[src/rtl/rect_rasterizer.sv]
`timescale 1ns/1ps
// rect_rasterizer: walks every pixel of an axis-aligned filled rectangle in
// row-major order and drives the frame-buffer datapath rasterizer port.
// Build option: define RECT_RASTERIZER_ZTEST_EN to enable the per-pixel
// Z test (read-modify-write, one DRAIN cycle); undefined gives plain fills.
module rect_rasterizer #(
    parameter int unsigned HORIZ_RESOLUTION = 80,
    parameter int unsigned VERT_RESOLUTION  = 60,
    parameter int unsigned COLOR_DEPTH      = 12,
    parameter int unsigned Z_DEPTH          = 2,
    localparam int unsigned XW   = $clog2(HORIZ_RESOLUTION),
    localparam int unsigned YW   = $clog2(VERT_RESOLUTION),
    localparam int unsigned FB_W = COLOR_DEPTH + Z_DEPTH
) (
    input  logic                   i_clk,
    input  logic                   i_srst,
    input  logic                   i_cmd_valid,
    output logic                   o_cmd_ready,
    input  logic [XW-1:0]          i_cmd_x0,
    input  logic [XW-1:0]          i_cmd_x1,
    input  logic [YW-1:0]          i_cmd_y0,
    input  logic [YW-1:0]          i_cmd_y1,
    input  logic [COLOR_DEPTH-1:0] i_cmd_color,
    input  logic [Z_DEPTH-1:0]     i_cmd_z,
    output logic                   o_raster_in_progress,
    output logic [XW-1:0]          o_fb_horiz_write_addr,
    output logic [YW-1:0]          o_fb_vert_write_addr,
    output logic                   o_fb_write_en,
    output logic [FB_W-1:0]        o_fb_write_pixel_data,
    output logic [XW-1:0]          o_fb_horiz_read_addr,
    output logic [YW-1:0]          o_fb_vert_read_addr,
    input  logic [FB_W-1:0]        i_fb_read_pixel_data
);

    typedef enum logic [1:0] {ST_IDLE, ST_SCAN, ST_DRAIN} state_e;

`ifdef RECT_RASTERIZER_ZTEST_EN
    localparam state_e ST_AFTER_SCAN = ST_DRAIN;
`else
    localparam state_e ST_AFTER_SCAN = ST_IDLE;
`endif

    state_e                 state_q, state_d;
    logic [XW-1:0]          x0_q, x0_d, x1_q, x1_d, x_q, x_d;
    logic [YW-1:0]          y0_q, y0_d, y1_q, y1_d, y_q, y_d;
    logic [COLOR_DEPTH-1:0] color_q, color_d;
    logic [Z_DEPTH-1:0]     z_q, z_d;
    logic                   ready_q, busy_q;
    logic                   accept_c, empty_c;
    logic [XW-1:0]          x1_clip_c;
    logic [YW-1:0]          y1_clip_c;
    logic                   unused_rd_c;

    // Ready is held high through reset and masked so it rises the first cycle after release
    assign o_cmd_ready          = ready_q && !i_srst;
    assign o_raster_in_progress = busy_q;
    assign unused_rd_c          = ^i_fb_read_pixel_data;

    // Next-state: command capture with clipping, row-major pixel walk
    always_comb begin
        state_d   = state_q;
        x0_d      = x0_q;
        x1_d      = x1_q;
        y0_d      = y0_q;
        y1_d      = y1_q;
        x_d       = x_q;
        y_d       = y_q;
        color_d   = color_q;
        z_d       = z_q;
        empty_c   = 1'b0;
        accept_c  = i_cmd_valid && o_cmd_ready && (state_q == ST_IDLE);
        x1_clip_c = (i_cmd_x1 > XW'(HORIZ_RESOLUTION - 1)) ? XW'(HORIZ_RESOLUTION - 1) : i_cmd_x1;
        y1_clip_c = (i_cmd_y1 > YW'(VERT_RESOLUTION - 1)) ? YW'(VERT_RESOLUTION - 1) : i_cmd_y1;
        case (state_q)
            ST_IDLE: begin
                if (accept_c) begin
                    // Clipped x1/y1 are in range, so an out-of-range x0/y0 also lands here
                    if ((i_cmd_x0 > x1_clip_c) || (i_cmd_y0 > y1_clip_c)) begin
                        empty_c = 1'b1;
                    end else begin
                        x0_d    = i_cmd_x0;
                        x1_d    = x1_clip_c;
                        y0_d    = i_cmd_y0;
                        y1_d    = y1_clip_c;
                        x_d     = i_cmd_x0;
                        y_d     = i_cmd_y0;
                        color_d = i_cmd_color;
                        z_d     = i_cmd_z;
                        state_d = ST_SCAN;
                    end
                end
            end
            ST_SCAN: begin
                if (x_q == x1_q) begin
                    if (y_q == y1_q) begin
                        state_d = ST_AFTER_SCAN;
                    end else begin
                        x_d = x0_q;
                        y_d = y_q + YW'(1);
                    end
                end else begin
                    x_d = x_q + XW'(1);
                end
            end
            ST_DRAIN: state_d = ST_IDLE;
            default:  state_d = ST_IDLE;
        endcase
    end

    // State and command registers
    always_ff @(posedge i_clk) begin
        if (i_srst) begin
            state_q <= ST_IDLE;
            ready_q <= 1'b1;
            busy_q  <= 1'b0;
            x0_q    <= '0;
            x1_q    <= '0;
            y0_q    <= '0;
            y1_q    <= '0;
            x_q     <= '0;
            y_q     <= '0;
            color_q <= '0;
            z_q     <= '0;
        end else begin
            state_q <= state_d;
            ready_q <= (state_d == ST_IDLE);
            busy_q  <= (state_d != ST_IDLE) || empty_c;
            x0_q    <= x0_d;
            x1_q    <= x1_d;
            y0_q    <= y0_d;
            y1_q    <= y1_d;
            x_q     <= x_d;
            y_q     <= y_d;
            color_q <= color_d;
            z_q     <= z_d;
        end
    end

`ifdef RECT_RASTERIZER_ZTEST_EN
    logic [XW-1:0] rd_x_q, pend_x_q;
    logic [YW-1:0] rd_y_q, pend_y_q;
    logic          pend_q;
    logic          z_pass_c;

    // Read address leads the write by one cycle; the pending pixel waits for read data
    always_ff @(posedge i_clk) begin
        if (i_srst) begin
            rd_x_q   <= '0;
            rd_y_q   <= '0;
            pend_q   <= 1'b0;
            pend_x_q <= '0;
            pend_y_q <= '0;
        end else begin
            rd_x_q   <= (state_d == ST_SCAN) ? x_d : '0;
            rd_y_q   <= (state_d == ST_SCAN) ? y_d : '0;
            pend_q   <= (state_q == ST_SCAN);
            pend_x_q <= (state_q == ST_SCAN) ? x_q : '0;
            pend_y_q <= (state_q == ST_SCAN) ? y_q : '0;
        end
    end

    // Write only where the new depth is at least the stored depth
    assign z_pass_c              = pend_q && (z_q >= i_fb_read_pixel_data[FB_W-1:COLOR_DEPTH]);
    assign o_fb_write_en         = z_pass_c;
    assign o_fb_horiz_write_addr = z_pass_c ? pend_x_q : '0;
    assign o_fb_vert_write_addr  = z_pass_c ? pend_y_q : '0;
    assign o_fb_write_pixel_data = z_pass_c ? {z_q, color_q} : '0;
    assign o_fb_horiz_read_addr  = rd_x_q;
    assign o_fb_vert_read_addr   = rd_y_q;
`else
    logic            wr_en_q;
    logic [XW-1:0]   wr_x_q;
    logic [YW-1:0]   wr_y_q;
    logic [FB_W-1:0] wr_data_q;

    // Unconditional fill: the write is issued in the scan cycle of its pixel
    always_ff @(posedge i_clk) begin
        if (i_srst) begin
            wr_en_q   <= 1'b0;
            wr_x_q    <= '0;
            wr_y_q    <= '0;
            wr_data_q <= '0;
        end else begin
            wr_en_q   <= (state_d == ST_SCAN);
            wr_x_q    <= (state_d == ST_SCAN) ? x_d : '0;
            wr_y_q    <= (state_d == ST_SCAN) ? y_d : '0;
            wr_data_q <= (state_d == ST_SCAN) ? {z_d, color_d} : '0;
        end
    end

    assign o_fb_write_en         = wr_en_q;
    assign o_fb_horiz_write_addr = wr_x_q;
    assign o_fb_vert_write_addr  = wr_y_q;
    assign o_fb_write_pixel_data = wr_data_q;
    assign o_fb_horiz_read_addr  = '0;
    assign o_fb_vert_read_addr   = '0;
`endif

endmodule

[config.mk]
export PLATFORM = sky130hd
export DESIGN_NAME = rect_rasterizer
export DESIGN_NICKNAME = d
export VERILOG_FILES = /design/src/rtl/rect_rasterizer.sv
export SDC_FILE = /design/constraint.sdc
export NUM_CORES = 1
export LEC_CHECK = 0
export BUFFER_PORTS_ARGS = -buffer_cell sky130_fd_sc_hd__buf_2
export CAP_MARGIN = 20
export CORE_UTILIZATION = 53
export CTS_CLUSTER_SIZE = 8
export DETAILED_ROUTE_END_ITERATION = 12
export PLACE_DENSITY = 0.86
export RECOVER_POWER = 25
export SETUP_SLACK_MARGIN = 0.5
export SYNTH_ARGS = -nofsm -noshare
export SYNTH_HDL_FRONTEND = slang
export SYNTH_SLANG_ARGS = --single-unit
[constraint.sdc]
create_clock -name i_clk -period 3.63 [get_ports i_clk]
set_clock_uncertainty 0.1 [all_clocks]
set_input_delay 0.5445 -clock i_clk [delete_from_list [all_inputs] [get_ports i_clk]]
set_output_delay 0.5445 -clock i_clk [all_outputs]
set_load 0.02 [all_outputs]
==> results of run 1 <==
worst min-delay path, delay by kind of cell:
family / cells / cell delay, ns
and+or+nand+nor: 1 / 0.08
buffers and inverters: 1 / 0.07
muxes: 1 / 0.07
power by group:
part           internal (uW)  leakage (uW)  switching [uW]  total [uW]
combinational            135       0.00125             240         374
sequential               890      0.000639            29.4         920
clock                    392      0.000104             331         723
total                   1420       0.00200             600        2020
flip-flops by register name, indices dropped and copies added, names as in the netlist:
signal,count
o_fb_write_en,1
x_q,7
x0_q,7
o_fb_write_pixel_data,14
o_fb_vert_write_addr,6
ready_q,1
x1_q,7
z_q,2
o_fb_horiz_write_addr,7
y1_q,6
state_q,2
y_q,6
color_q,12
o_raster_in_progress,1
layer usage:
metal	up-vias	GRT usage
li1	1584	-
met1	1494	0.286
met2	118	0.400
met3	23	0.0448
met4	0	0.120
met5	-	0
placed cells by master (no fill, tap or decap), types with 2 or more instances in the layout:
master and n:
a211oi_1 6, a21o_1 2, a21oi_1 28, a31oi_1 3, a32oi_1 2, and2_1 5, and3_1 5, and4_1 2
buf_2 45, buf_4 6, buf_6 2, bufinv_16 2, clkbuf_1 28, clkbuf_8 9, clkinvlp_4 2, conb_1 14
dfxtp_1 79, ha_1 13, inv_1 17, inv_2 2, inv_6 2, mux2i_1 23, nand2_1 19, nand2b_1 4
nand3_1 8, nand3b_1 2, nand4_1 3, nor2_1 99, nor2b_1 9, nor3_1 3, nor4_1 4, o211ai_1 5
o21ai_0 2, o21ai_1 4, o22ai_1 2, o31ai_1 4, or3_1 2, xnor2_1 2, xor2_1 10
final cells by class:
cell class | instances | area (um^2)
Multi-Input combinational cell | 312 | 1960
Clock buffer | 10 | 128
Timing Repair Buffer | 81 | 414
Fill cell | 586 | 2460
Sequential cell | 79 | 1580
Clock inverter | 6 | 92.6
Inverter | 20 | 75.1
Tap cell | 96 | 120
stage by stage:
step           setup WS [ns]  instances  hold slack, ns
2_1_floorplan          0.599        449           0.355
3_3_place_gp           0.282        586           0.367
3_5_place_dp           0.225        586           0.378
4_1_cts                0.554        602           0.335
5_1_grt                0.518        604           0.340
6_report               0.653        604           0.339
logic make-up after synthesis:
logic type / count (synthesis) / share of synthesized area
adders and majority gates: 14 / 0.0465
and+or+nand+nor: 175 / 0.221
DFF: 79 / 0.420
buffers and inverters: 58 / 0.0817
AOI/OAI and AO/OA: 73 / 0.137
xor gates and xnor gates: 13 / 0.0322
muxes: 23 / 0.0611
other: 1 / 0.000995
timing repair:
action / in CTS / in global routing
gates resized for setup: 0 / 6
endpoints found under the setup margin: 0 / 23
hold buffers: 0 / 0
buffers inserted: 0 / 2
path summary, 6_finish.rpt:
| path | from | to | depth (start not counted) |
|---|---|---|---|
| worst min register to register | color_q[5]$_SDFF_PP0_ | color_q[5]$_SDFF_PP0_ | 2 |
| worst max-delay path | i_cmd_x1[5] | y_q[1]$_SDFF_PP0_ | 13 |
| worst max register to register | x_q[1]$_SDFF_PP0_ | y_q[1]$_SDFF_PP0_ | 7 |
| worst min-delay path | i_cmd_color[4] | color_q[4]$_SDFF_PP0_ | 3 |
==> impl_metrics.yaml, run 1 <==
sta:
  fmax_mhz: 336
  setup_violations: 0
  slew-limit-headroom: 0.500
  finalMaxSlewViolations: 0
  setup_tns_ns: 0
  rsz0062_at_grt: "false"
  hold_viol: 0
  tightest_slew_ns: 0.731
  timing.final.crit_share: 0.820
  fin_crit_ns: 2.98
yosys:
  synth.distinct_cells: 60
  syn_inst: 436
  dominantRegCellSynth: "dfxtp_1"
  synth_edf_count: 0
  yosys-top-cells-count: "nor2_1, dfxtp_1, a21oi_1, mux2i_1, nand2_1"
  synth_top_cells_by_area: "dfxtp_1, nor2_1, mux2i_1"
  synth_most_common_cell: "nor2_1"
  ys_seq_elements: 79
  yosysTopAreaCell: "dfxtp_1"
  ys_warn_count: 0
  seq_area_frac_synth: 0.420
  synth_top_area_frac: 0.420
  syn_area_um2: 3770
  syn_avg_cell_area_um2: 8.64
  async_flop_share: 0
routing:
  top_layer: "met4"
  drt_pre_antenna_iters: 5
  drt_iter0_drc: 244
  dr_wl_met3_um: 423
  wl_met2_um: 4220
  ant_nets: 0
  drcViolationCount: 0
  post_drt_via_cell_ratio: 5.33
  wire_per_inst_um: 14.1
  drt-met1-wl_um: 3610
  routed_wl_um: 8510
  vias: 3219
worst_setup_path:
  required_ns: 3.76
  crit_path_max_incr_delay_ns: 0.44
  crit_fanout: 7
  r2r_slack_ns: 0.98
  critical_path_class: "in2reg"
  path_cells: "buf_2 -> o21a_1 -> buf_4 -> nor2_1 -> ha_1 -> and4_1 -> or4b_1 -> o211ai_1 -> o2111ai_4 -> buf_6 -> buf_4 -> a311oi_2 -> nor2_1"
  cp-end-kind: "register"
  critPathLaunchType: "primary input"
  worst_path_max_delay_cell: "or4b_1"
  crit_buf_inv: 4
  arrival_ns: 3.11
  cp_top_family: "compound AO/OA/AOI/OAI gates"
clock_tree:
  clkSlewWorstSetupHoldPaths_ns: 0.08
  cts_buffer_depth: 2
  cts_tree: "yes"
  cts_buffers: 9
  clock_latency_ns: 0.36
  cts_sinks: 79
  htree_levels: 3
  cts_root_buf: "clkbuf_8"
cells_and_area:
  area_growth_pct: 15.9
  fin_area_um2: 4370
  layout.nets: 574
  drive_gt1_frac: 0.173
  fin_util: 0.639
  diodes: 0
grt:
  grt_antenna_before_repair: 0
  grt_pass1_wl_um: 13600
  overflow: 0
  grt_pass1_vias: 2972
  grt_usage: 0.236
  grt_max_degree: 51
floorplan:
  die_y_um: 86.3
  die_x_um: 86.3
  core_um2: 6830
  io_pins: 100
  row_count: 30
  dieArea_um2: 7450
  start_util: 0.551
placed_design:
  dp_hpwl_um: 6050
  gp_congestion: 0.845
  placed_area_um2: 4140
  io_buffer_count: 72
power:
  total_leakage_power_uw: 0.00200
  total_power_uw: 2020
  powerDensity_nw_per_um2: 462
  vdd_drop_max_mv: 0.345
worst_hold_path:
  min_path_type: "in2reg"
run:
  drv_cap: 0
status:
  outcome: "finished, final reports clean"
No activity file was read; power rests on OpenSTA's default activity.
==> run 2, diff against run 1 <==
clock period = 3.1 ns   (was 3.63 ns; I/O delays follow)
==> run 2 against run 1 <==
  * Utilization increased by 4.7 points
  * Die area is the same
  * Global-route usage up 0.84 points
  * Combinational power rose by 36%
  * Critical path depth down 1
  * Sequential power rose by 17%
  * Sequential share of layout area fell by 2.4 points
  * Register-to-register slack lost 0.48 ns
  * Design area increased by 7.3%
  * Critical endpoint is now x_q[0]$_SDFF_PP0_
==> impl_metrics.yaml, run 2 (synthesis gave the netlist of run 1 again) <==
clock_tree:
  cts_buffers: 9
  clkSlewWorstSetupHoldPaths_ns: 0.09
  clock_latency_ns: 0.35
  cts_sinks: 79
  htree_levels: 3
  cts_tree: "yes"
  cts_buffer_depth: 2
  cts_root_buf: "clkbuf_8"
  hold_buffers: 0
status:
  outcome: "finished, final reports clean"
sta:
  fin_crit_ns: 2.82
  timing.final.crit_share: 0.910
  finalMaxSlewViolations: 0
  setup_violations: 0
  slew-limit-headroom: 0.612
  fin_ws_ns: 0.279
  fmax_mhz: 354
  setup_tns_ns: 0
  rsz0062_at_grt: "true"
  tightest_slew_ns: 0.581
  hold_viol: 0
cells_and_area:
  area_growth_pct: 24.4
  diodes: 0
  fillCellCount: 522
  largest_reg_flops: 14
  multiInputGateArea_um2: 2100
  drive_gt1_frac: 0.239
  seq_area_um2: 1580
  final_common_cell: "nor2_1"
  final_cell_mix: "nor2_1, dfxtp_1, buf_2"
  fin_area_um2: 4690
  layout.nets: 588
  final_cells: 618
worst_setup_path:
  crit_buf_inv: 2
  worst_path_max_delay_cell: "or4b_1"
  required_ns: 3.23
  crit_fanout: 7
  arrival_ns: 2.95
  critical_path_class: "in2reg"
  critPathLaunchType: "primary input"
  cp_top_family: "simple AND/OR/NAND/NOR gates"
  cp-end-kind: "register"
  crit_path_max_incr_delay_ns: 0.43
  path_cells: "buf_2 -> o21a_4 -> buf_4 -> nor2_4 -> ha_1 -> and4_4 -> or4b_1 -> o211ai_1 -> o2111ai_4 -> and2_4 -> a211o_1 -> nor2b_1"
grt:
  grt_max_degree: 51
  overflow: 0
  grt_antenna_before_repair: 0
  grt_pass1_wl_um: 14100
  grt_usage: 0.244
  grt_pass1_vias: 2996
routing:
  wire_per_inst_um: 15.0
  drt_pre_antenna_iters: 5
  ant_nets: 0
  drcViolationCount: 0
  drt_iter0_drc: 436
  post_drt_via_cell_ratio: 5.48
  vias: 3389
  routed_wl_um: 9240
worst_hold_path:
  min_path_type: "in2reg"
floorplan:
  start_util: 0.551
  die_x_um: 86.3
  io_pins: 100
  row_count: 30
  dieArea_um2: 7450
  die_y_um: 86.3
  core_um2: 6830
placed_design:
  place_inst: 595
  place_ws_ns: -0.149
  io_buffer_count: 72
  placed_area_um2: 4300
  dp_hpwl_um: 6310
  gp_congestion: 0.877
power:
  total_power_uw: 2440
  total_leakage_power_uw: 0.00211
  powerDensity_nw_per_um2: 520
  vdd_drop_max_mv: 0.285
run:
  drv_cap: 0
-- run 2: stage by stage --
stage / util / hold slack, ns
6_report: 0.686 / 0.260
5_1_grt: 0.686 / 0.262
4_1_cts: 0.676 / 0.256
3_5_place_dp: 0.629 / 0.379
3_3_place_gp: 0.629 / 0.369
2_1_floorplan: - / 0.355
-- run 2: worst register-to-register path: stages (launching register included) --
cell and delay (ns):
dfxtp_1 0.54, xor2_1 0.13, nor4_2 0.40, nand3_2 0.30, or3_1 0.41, o2111a_1 0.16
a211o_1 0.31, nor2b_1 0.14
-- run 2: final timing paths --
kind	start	endpoint	slack [ns]	cells past startpoint
worst min-delay path	i_cmd_color[3]	o_fb_write_pixel_data[3]$_SDFF_PP0_	0.26	3
worst max register to register	y_q[0]$_SDFF_PP0_	x_q[0]$_SDFF_PP0_	0.50	7
worst min register to register	color_q[10]$_SDFF_PP0_	o_fb_write_pixel_data[10]$_SDFF_PP0_	0.39	2
worst max-delay path	i_cmd_x1[6]	x_q[0]$_SDFF_PP0_	0.28	12
-- run 2: area by class of cell --
type	count	share of cell area
timing repair buffer	95	0.125
tap	96	0.0256
clock inverter	6	0.0198
multi-input combinational	312	0.449
clock buffer	10	0.0272
inverter	20	0.0160
sequential	79	0.338
-- run 2: timing repair --
item,CTS,global route
buffers inserted,5,1
pin swaps,8,0
endpoints found under the setup margin,76,77
gates cloned,0,1
gates resized for setup,14,12
-- run 2: metal layers --
layer / vias up / global-route usage / part of all wire
met2: 180 / 0.410 / 0.48
met3: 30 / 0.0448 / 0.075
li1: 1614 / - / -
met4: 0 / 0.0879 / 0.022
met5: - / 0 / 0
met1: 1565 / 0.315 / 0.42
-- run 2: power by group --
part	switching, uW	internal (uW)	total [uW]
Clock	388	459	847
Sequential	38.6	1040	1080
Combinational	303	204	507
